### config.mk
export PLATFORM = sky130hd
export DESIGN_NAME = data_mem_arbiter
export DESIGN_NICKNAME = d
export VERILOG_FILES = /design/src/rtl/data_mem_pkg.sv /design/src/rtl/data_mem_arb_resp.sv /design/src/rtl/data_mem_arbiter.sv
export SDC_FILE = /design/constraint.sdc
export NUM_CORES = 1
export LEC_CHECK = 0
export BUFFER_PORTS_ARGS = -buffer_cell sky130_fd_sc_hd__buf_2
export CAP_MARGIN = 30
export CORE_AREA = 4 4 97 99
export CTS_BUF_LIST = sky130_fd_sc_hd__clkbuf_8
export DETAILED_ROUTE_END_ITERATION = 7
export DIE_AREA = 0 0 101 103
export GPL_TIMING_DRIVEN = 0
export PLACE_DENSITY_LB_ADDON = 0.2
export RECOVER_POWER = 50
export SYNTH_ARGS = -nofsm -noshare
export SYNTH_HDL_FRONTEND = slang
export SYNTH_SLANG_ARGS = --single-unit
### constraint.sdc
create_clock -name clk_i -period 1.7 [get_ports clk_i]
set_input_delay 0.34 -clock clk_i [delete_from_list [all_inputs] [get_ports clk_i]]
set_output_delay 0.34 -clock clk_i [all_outputs]
set_load 0.05 [all_outputs]
### src/rtl/data_mem_pkg.sv
// Shared types and constants for the data_mem arbiter slice: port indices,
// arbiter FSM states, memory geometry and the byte-enable qualification helper.
package data_mem_pkg;

  localparam int DMEM_AW  = 13;
  localparam int DMEM_DW  = 32;
  localparam int DMEM_BEW = 4;

  typedef enum logic {
    PORT_C = 1'b0,
    PORT_D = 1'b1
  } port_e;

  typedef enum logic {
    ARB   = 1'b0,
    BURST = 1'b1
  } state_e;

  // Byte enables only reach the memory for writes; reads present an empty mask.
  function automatic logic [DMEM_BEW-1:0] qual_be(input logic we,
                                                 input logic [DMEM_BEW-1:0] be);
    logic [DMEM_BEW-1:0] res;
    if (we) begin
      res = be;
    end else begin
      res = {DMEM_BEW{1'b0}};
    end
    return res;
  endfunction

endpackage

### src/rtl/data_mem_arb_resp.sv
// Per-port response register pair: rvalid follows a grant by one cycle and
// rdata captures the read word (or zero for a write), holding until the next response.
module data_mem_arb_resp
  import data_mem_pkg::*;
(
  input  logic               clk_i,
  input  logic               rst_i,
  input  logic               gnt_i,
  input  logic               we_i,
  input  logic [DMEM_DW-1:0] mem_rdata_i,
  output logic               rvalid_o,
  output logic [DMEM_DW-1:0] rdata_o
);

  logic               rvalid_r;
  logic [DMEM_DW-1:0] rdata_r;

  // Capture the response at the grant edge.
  always_ff @(posedge clk_i) begin
    if (rst_i) begin
      rvalid_r <= 1'b0;
      rdata_r  <= {DMEM_DW{1'b0}};
    end else begin
      rvalid_r <= gnt_i;
      if (gnt_i) begin
        rdata_r <= we_i ? {DMEM_DW{1'b0}} : mem_rdata_i;
      end else begin
        rdata_r <= rdata_r;
      end
    end
  end

  assign rvalid_o = rvalid_r;
  assign rdata_o  = rdata_r;

endmodule

### src/rtl/data_mem_arbiter.sv
// Arbitrates the single-port data_mem between the core LSU (C) and the DMA engine (D)
// with bounded DMA burst locking. Define DATA_MEM_ARB_RR_EN for round-robin contests.
module data_mem_arbiter
  import data_mem_pkg::*;
#(
  parameter int MAX_BURST = 8
) (
  input  logic                clk_i,
  input  logic                rst_i,
  input  logic                c_req_i,
  input  logic                c_we_i,
  input  logic [DMEM_BEW-1:0] c_be_i,
  input  logic [DMEM_AW-1:0]  c_addr_i,
  input  logic [DMEM_DW-1:0]  c_wdata_i,
  input  logic                d_req_i,
  input  logic                d_we_i,
  input  logic [DMEM_BEW-1:0] d_be_i,
  input  logic [DMEM_AW-1:0]  d_addr_i,
  input  logic [DMEM_DW-1:0]  d_wdata_i,
  input  logic                d_lock_i,
  output logic                c_gnt_o,
  output logic                d_gnt_o,
  output logic                c_rvalid_o,
  output logic                d_rvalid_o,
  output logic [DMEM_DW-1:0]  c_rdata_o,
  output logic [DMEM_DW-1:0]  d_rdata_o,
  output logic                mem_write_o,
  output logic [DMEM_BEW-1:0] mem_be_sel_o,
  output logic [DMEM_AW-1:0]  mem_addr_o,
  output logic [DMEM_DW-1:0]  mem_data_o,
  input  logic [DMEM_DW-1:0]  mem_data_i
);

  localparam int CNT_W = $clog2(MAX_BURST + 1);
  localparam logic [CNT_W-1:0] MAX_CNT = CNT_W'(MAX_BURST);
  localparam logic [CNT_W-1:0] ONE_CNT = CNT_W'(1);

  state_e             state_r;
  logic [CNT_W-1:0]   beat_cnt_r;
  logic [CNT_W-1:0]   beat_inc_s;
  logic               yield_r;
  logic               contest_s;
  logic               c_gnt_s;
  logic               d_gnt_s;
  logic               mem_write_s;
  logic [DMEM_BEW-1:0] mem_be_s;
  logic [DMEM_AW-1:0] mem_addr_s;
  logic [DMEM_DW-1:0] mem_data_s;

`ifdef DATA_MEM_ARB_RR_EN
  port_e              rr_ptr_r;  // port that wins the next contested ARB cycle
`endif

  // Grant decision: yield override, base policy in ARB, D priority in BURST.
  always_comb begin
    c_gnt_s   = 1'b0;
    d_gnt_s   = 1'b0;
    contest_s = c_req_i & d_req_i;
    if (rst_i) begin
      c_gnt_s = 1'b0;
      d_gnt_s = 1'b0;
    end else begin
      case (state_r)
        ARB: begin
          if (contest_s) begin
            if (yield_r) begin
              c_gnt_s = 1'b1;
            end else begin
`ifdef DATA_MEM_ARB_RR_EN
              if (rr_ptr_r == PORT_C) begin
                c_gnt_s = 1'b1;
              end else begin
                d_gnt_s = 1'b1;
              end
`else
              c_gnt_s = 1'b1;
`endif
            end
          end else begin
            c_gnt_s = c_req_i;
            d_gnt_s = d_req_i;
          end
        end
        BURST: begin
          d_gnt_s = d_req_i;
          c_gnt_s = c_req_i & ~d_req_i;
        end
        default: begin
          c_gnt_s = 1'b0;
          d_gnt_s = 1'b0;
        end
      endcase
    end
  end

  // Memory pin mux; idle pins are driven to zero.
  always_comb begin
    mem_write_s = 1'b0;
    mem_be_s    = {DMEM_BEW{1'b0}};
    mem_addr_s  = {DMEM_AW{1'b0}};
    mem_data_s  = {DMEM_DW{1'b0}};
    if (c_gnt_s) begin
      mem_write_s = c_we_i;
      mem_be_s    = qual_be(c_we_i, c_be_i);
      mem_addr_s  = c_addr_i;
      mem_data_s  = c_wdata_i;
    end else if (d_gnt_s) begin
      mem_write_s = d_we_i;
      mem_be_s    = qual_be(d_we_i, d_be_i);
      mem_addr_s  = d_addr_i;
      mem_data_s  = d_wdata_i;
    end else begin
      mem_write_s = 1'b0;
      mem_be_s    = {DMEM_BEW{1'b0}};
      mem_addr_s  = {DMEM_AW{1'b0}};
      mem_data_s  = {DMEM_DW{1'b0}};
    end
  end

  // Saturating beat increment so the counter can never wrap.
  always_comb begin
    beat_inc_s = beat_cnt_r;
    if (beat_cnt_r != MAX_CNT) begin
      beat_inc_s = beat_cnt_r + ONE_CNT;
    end else begin
      beat_inc_s = beat_cnt_r;
    end
  end

  // Burst FSM with beat counting and one-cycle yield after a capped burst.
  always_ff @(posedge clk_i) begin
    if (rst_i) begin
      state_r    <= ARB;
      beat_cnt_r <= {CNT_W{1'b0}};
      yield_r    <= 1'b0;
    end else begin
      yield_r <= 1'b0;
      case (state_r)
        ARB: begin
          if (d_gnt_s && d_lock_i && (MAX_BURST > 1)) begin
            state_r    <= BURST;
            beat_cnt_r <= ONE_CNT;
          end else begin
            state_r    <= ARB;
            beat_cnt_r <= {CNT_W{1'b0}};
          end
        end
        BURST: begin
          if (d_gnt_s && (beat_inc_s == MAX_CNT)) begin
            state_r    <= ARB;
            beat_cnt_r <= {CNT_W{1'b0}};
            yield_r    <= 1'b1;
          end else if (!d_gnt_s || !d_lock_i) begin
            state_r    <= ARB;
            beat_cnt_r <= {CNT_W{1'b0}};
          end else begin
            state_r    <= BURST;
            beat_cnt_r <= beat_inc_s;
          end
        end
        default: begin
          state_r    <= ARB;
          beat_cnt_r <= {CNT_W{1'b0}};
        end
      endcase
    end
  end

`ifdef DATA_MEM_ARB_RR_EN
  // Only contested ARB cycles move the round-robin pointer.
  always_ff @(posedge clk_i) begin
    if (rst_i) begin
      rr_ptr_r <= PORT_C;
    end else if ((state_r == ARB) && contest_s) begin
      rr_ptr_r <= c_gnt_s ? PORT_D : PORT_C;
    end else begin
      rr_ptr_r <= rr_ptr_r;
    end
  end
`endif

  data_mem_arb_resp u_resp_c (
    .clk_i       (clk_i),
    .rst_i       (rst_i),
    .gnt_i       (c_gnt_s),
    .we_i        (c_we_i),
    .mem_rdata_i (mem_data_i),
    .rvalid_o    (c_rvalid_o),
    .rdata_o     (c_rdata_o)
  );

  data_mem_arb_resp u_resp_d (
    .clk_i       (clk_i),
    .rst_i       (rst_i),
    .gnt_i       (d_gnt_s),
    .we_i        (d_we_i),
    .mem_rdata_i (mem_data_i),
    .rvalid_o    (d_rvalid_o),
    .rdata_o     (d_rdata_o)
  );

  assign c_gnt_o      = c_gnt_s;
  assign d_gnt_o      = d_gnt_s;
  assign mem_write_o  = mem_write_s;
  assign mem_be_sel_o = mem_be_s;
  assign mem_addr_o   = mem_addr_s;
  assign mem_data_o   = mem_data_s;

endmodule

# == Word-level counts from Yosys, hierarchy flattened ==
# Index checks and enable logic that the tools add are counted.
# classes
reduce_logical,5
n_mux,27
n_addsub,1
n_eq_ne,2
bitwise_logic,4
# op_table
op,count
$mux W32,4
$mux W4,7
$mux W13,2
$mux W1,10
$pmux W4 S2,1
$pmux W1 S2,3
$add A4 B1 Y4 const B,1
$eq A4 B4 Y1 const B,1
$ne A4 B4 Y1 const B,1
$and A1 B1 Y1,2
$logic_and A1 B1 Y1,2
$logic_not A1 Y1,2
$not A1 Y1,2
$logic_or A1 B1 Y1,1
# word_totals
inputBits,137
out_inout_bits,118
ff_bits,71
word_cells,45

# == Logic depth before layout (Yosys ltp) ==
# depth
word_depth,9
ltp_mapped,6

# == Cells and area by module ==
# From an unflattened synthesis, not the netlist that was laid out.
# hier_totals
cells_unflattened,380
hier_area_um2,3532.1
# by_module_without_submodules
mod,area_per_inst_um2,cells_each,n_inst,seq_area_each_um2
data_mem_arb_resp,1370.1,144,2,660.6
data_mem_arbiter,792.0,92,1,100.1

# == Least setup slack after synthesis ==
# Ideal clock, no wire load.
# synth_path
kind,input to output
start,in c_req_i
end,out mem_addr_o[10]
arrival_time_ps,1527
cell_stages,4
n_path_buf,1
setup_slack_ps,-167
t_required_ps,1360
path_cell_list,a21bo_4 nor2_4 buf_2 a22o_1
# synth_via
word_cells_on_any_way,10
classes_between,8 x mux; 2 x bitwise
# synth_lines
element,line,source
from (decl),data_mem_arbiter.sv:10,"input logic c_req_i,"
$and A1 B1 Y1,data_mem_arbiter.sv:58,contest_s = c_req_i & d_req_i;
$mux W1,data_mem_arbiter.sv:65,if (contest_s) begin
$pmux W1 S2 (*),data_mem_arbiter.sv:63,case (state_r)
$mux W1 (*),data_mem_arbiter.sv:59,if (rst_i) begin
net c_gnt_o,data_mem_arbiter.sv:21,"output logic c_gnt_o,"
$mux W13 (*),data_mem_arbiter.sv:102,if (c_gnt_s) begin
to (decl),data_mem_arbiter.sv:29,"output logic [DMEM_AW-1:0] mem_addr_o,"
# Mark *: on every way through the listed nets, which the timed path passes. The rest lies on a longest branch.

# == Worst setup path in the final report ==
# layout_path
start,reg state_r
end,out mem_data_o[18]
# layout_via
elab_chain_len,5
word_cells_on_any_way,7
classes_between,6 x mux; 1 x bitwise
# layout_rtl
element,line,source
from (decl),data_mem_arbiter.sv:38,state_e state_r;
from (signal assigned),data_mem_arbiter.sv:133,state_r <= ARB;
from (signal assigned),data_mem_arbiter.sv:141,state_r <= BURST;
from (signal assigned),data_mem_arbiter.sv:144,state_r <= ARB;
$not A1 Y1,n/a,
$pmux W1 S2,data_mem_arbiter.sv:63,
$mux W1,data_mem_arbiter.sv:59,
$mux W32,data_mem_arbiter.sv:107,end else if (d_gnt_s) begin
$mux W32 (*),data_mem_arbiter.sv:102,
to (decl),data_mem_arbiter.sv:30,"output logic [DMEM_DW-1:0] mem_data_o,"
# Mark *: on every way between the ends. The rest lies on a longest branch, timed or not.

==> summary.md <==
| Metric | Value |
|---|---|
| RSZ-0062 raised after global routing | true |
| H-tree Lvls | 3 |
| Routed wire length | 13,600 um |
| Post-synth EDFFs | 0 |
| WL met2 | 7040 um |
| CP max stage delay | 360 ps |
| Least-Margin Pin Slew | 643 ps |
| XOR/XNOR Fraction of Synth Area | 0.809% |
| CTS Buf Count | 9 |
| Synthesized cell area | 0.00325 mm^2 |
| Starting Density | 38.0% |
| Final Critical Period | 2050 ps |
| DRC violations left | 0 |
| Avg Inst Size Synth | 10.1 um^2 |
| Crit path cell chain | a21bo_4 > nor2_4 > buf_12 > clkbuf_16 > a22o_1 > buf_6 |
| FF-to-FF Start | beat_cnt_r[0] |
| Worst setup EP type | primary output |
| Synth Area in Compound Gates | 32.1% |
| Drt wl/cell | 19.3 um |
| Insertion delay of the later-clocked pin in the worst-skew pair | 340 ps |
| Clock-pin slew on the worst setup and hold paths | 80 ps |
| Critical path launch point type | register |
| Worst EP required | 1360 ps |
| Die H | 103 um |
| WHS Path Cells | 2 |
| Critical Setup Path Class | reg -> out |
| Rel. slew slack | 57.3% |
| Run status | finished with violations |
| Initial antenna violation count | 2 |
| Metal-1 WL | 5080 um |
| Inst Count DP | 682 |
| Number of cells on the worst reg-to-reg path | 5 |
| Worst hold endpoint | u_resp_c.rdata_o[31] |
| Most common cell in the netlist | a22o_1 |
| TritonCTS clock tree | built |
| Power per standard cell area | 833 mW/mm^2 |
| Top routing layer in use | met5 |
| Multi-input gate area | 0.00167 mm^2 |
| Top FF cell, synth | dfxtp_1 |
| Fill cells | 768 |
| Largest net degree at the start of global routing | 13 |
| HP Start | mem_data_i[31] |
| DR pass1 iterations | 4 |
| Global placer's final weighted congestion | 0.883 |
| Mux contribution to synthesized area | 0% |
| WHS | 225 ps |
| Slowest library cell on the worst path | dfxtp_4 |
| Ports | 255 |
| Clock Path Buffers | 2 |
| Synth cell count leaders | 77 x a22o_1, 71 x dfxtp_1, 32 x nand4b_1, 19 x nand2b_1 |
| Violation count after the first detailed-routing iteration | 99 |
| Vias in the first global route | 3,656 |
| Root buffer cell | clkbuf_8 |
| P_leak | 2.48 nW |
| Num rows | 34 |
| Syn Nets | 459 |
| Die width | 101 um |
| Synth-to-Final Area Change | 68.8% |
| Post-DRT Antenna Nets | 0 |
| Fraction of final layout cells sized beyond drive strength 1 | 46.2% |
| Port-buffer cells | 254 |
| Async S/R FF share, synth | 0% |
| Adder-Cell Fraction of Synth Area | 0.771% |
| Total of max-cap violations | 0 |
| Synth area leaders | dfxtp_1 44%, a22o_1 21%, nand4b_1 8.6% |
| Top-area cell type share of the netlist area | 43.8% |
| Reg2reg end | state_r |
| Yosys cell types | 38 |
| Synthesized flop and latch total | 71 |
| Full die area | 0.0104 mm^2 |
| Cell type with the largest total area after synthesis | dfxtp_1 |
| Final #Nets | 734 |
| Hpwl dp | 10,500 um |
| Number of hold violations in the final report | 0 |
| Largest family of logic cells by synthesized area | compound AO/OA/AOI/OAI gates |
| First-pass GRT wire length | 19,300 um |
| Internal reg-to-reg setup slack | 110 ps |
| Clock Skew | 6.29 ps |
| Crit Path Max Fanout | 9 |
| Mapped Cells | 320 |
| Post-route insts no fill | 708 |
| FF+latch area | 0.00143 mm^2 |
| Placeable Area | 0.00855 mm^2 |
| Failing checks | setup timing |
| Total GRT Usage | 24.0% |
| Clock sink total | 71 |
| Critical path arrival | 1710 ps |
| GRT overflow | 0 |
| Achievable Freq | 0.488 GHz |
| Seq/Total Area, Yosys | 43.8% |
| Post-Synth Simple-Gate Area | 15.7% |
| Worst vdd ir | 0.000419 V |
| Min-delay worst type | in -> reg |
| DR vias/cell | 5.32 |
| Yosys warns | 0 |
| Post-cts hold buffer count | 0 |
| Via count | 3,764 |
| Met3 WL | 1220 um |
| PnR worst setup slack | -349 ps |
| Setup-failing EPs final | 52 |
| Final Cycle Share | 121% |
| Fin. max-slew vios | 0 |
cells in the final DEF (no fill, tap or decap), drive strengths merged, types with 3 or more instances in the layout:
cell type,Yosys,routed
buf,28,236
a22o,77,77
dfxtp,71,71
clkbuf,6,71
nand4b,32,32
o21ai,32,32
nand2b,19,19
a21oi,17,17
inv,5,7
a32o,4,4
nand2,3,3
worst max path at each step:
stage	cells past startpoint	end	from
finish	6	mem_data_o[18]	state_r
CTS	6	mem_data_o[21]	state_r
global route	6	mem_data_o[6]	state_r
detailed placement	6	mem_data_o[0]	d_req_i
global placement	6	mem_data_o[0]	d_req_i
floorplan	6	mem_addr_o[0]	state_r
what timing repair did:
action | 4_1_cts | 5_1_grt
setup buffers | 6 | 0
cloned | 2 | 2
pin swaps | 18 | 2
gates resized for setup | 147 | 7
endpoints found under the setup margin | 52 | 52
layout make-up:
cell class	count	area share, %
Timing Repair Buffer	263	31.5
Sequential cell	71	26.0
Clock inverter	5	1.48
Multi-Input combinational cell	210	30.4
Clock buffer	10	2.51
Antenna cell	1	0.0457
Buffer	34	5.07
Tap cell	108	2.47
Timing Repair inverter	1	0.114
Inverter	5	0.479
critical path: cells and delay by family (launching register included):
| kind | cells | cell delay, ps |
|---|---|---|
| DFF | 1 | 360 |
| AOI/OAI and AO/OA | 2 | 380 |
| buffers and inverters | 3 | 490 |
| and+or+nand+nor | 1 | 120 |
routing by layer:
| metal | vias to the layer above | track usage (%) |
|---|---|---|
| li1 | 1790 | - |
| met1 | 1766 | 27.8 |
| met2 | 183 | 42.5 |
| met3 | 23 | 7.65 |
| met4 | 2 | 7.36 |
| met5 | - | 0 |
state kept, by name, indices dropped and copies added (netlist names):
| signal | flops |
|---|---|
| u_resp_d.rvalid_o | 1 |
| u_resp_d.rdata_o | 32 |
| beat_cnt_r | 4 |
| state_r | 1 |
| u_resp_c.rdata_o | 32 |
| u_resp_c.rvalid_o | 1 |
cells by family after synthesis:
| family | count (synthesis) |
|---|---|
| compound gates | 139 |
| simple gates | 66 |
| flops | 71 |
| fa+ha+maj | 2 |
| buf+inv | 39 |
| xor+xnor | 3 |
power by group:
| part | switching, mW | total, mW | internal [mW] |
|---|---|---|---|
| Sequential | 0.0318 | 1.75 | 1.72 |
| Combinational | 0.820 | 1.32 | 0.501 |
| Clock | 0.635 | 1.50 | 0.861 |
| Total | 1.49 | 4.57 | 3.08 |
stage by stage:
step / total power [mW] / util [%] / TNS, ps / setup WS [ps] / cell area [um^2]
after CTS: 4.56 / 63.8 / -14950 / -321 / 5460
after detailed placement: 2.91 / 54.6 / -11010 / -305 / 4670
final: 4.57 / 64.1 / -15660 / -349 / 5480
after floorplan: 2.53 / - / 0 / 21.9 / 3260
after global placement: 2.90 / 54.6 / -10740 / -292 / 4670
after global routing: 4.71 / 64.1 / -18830 / -401 / 5480
Note: power is estimated with default switching activity, not from simulation.
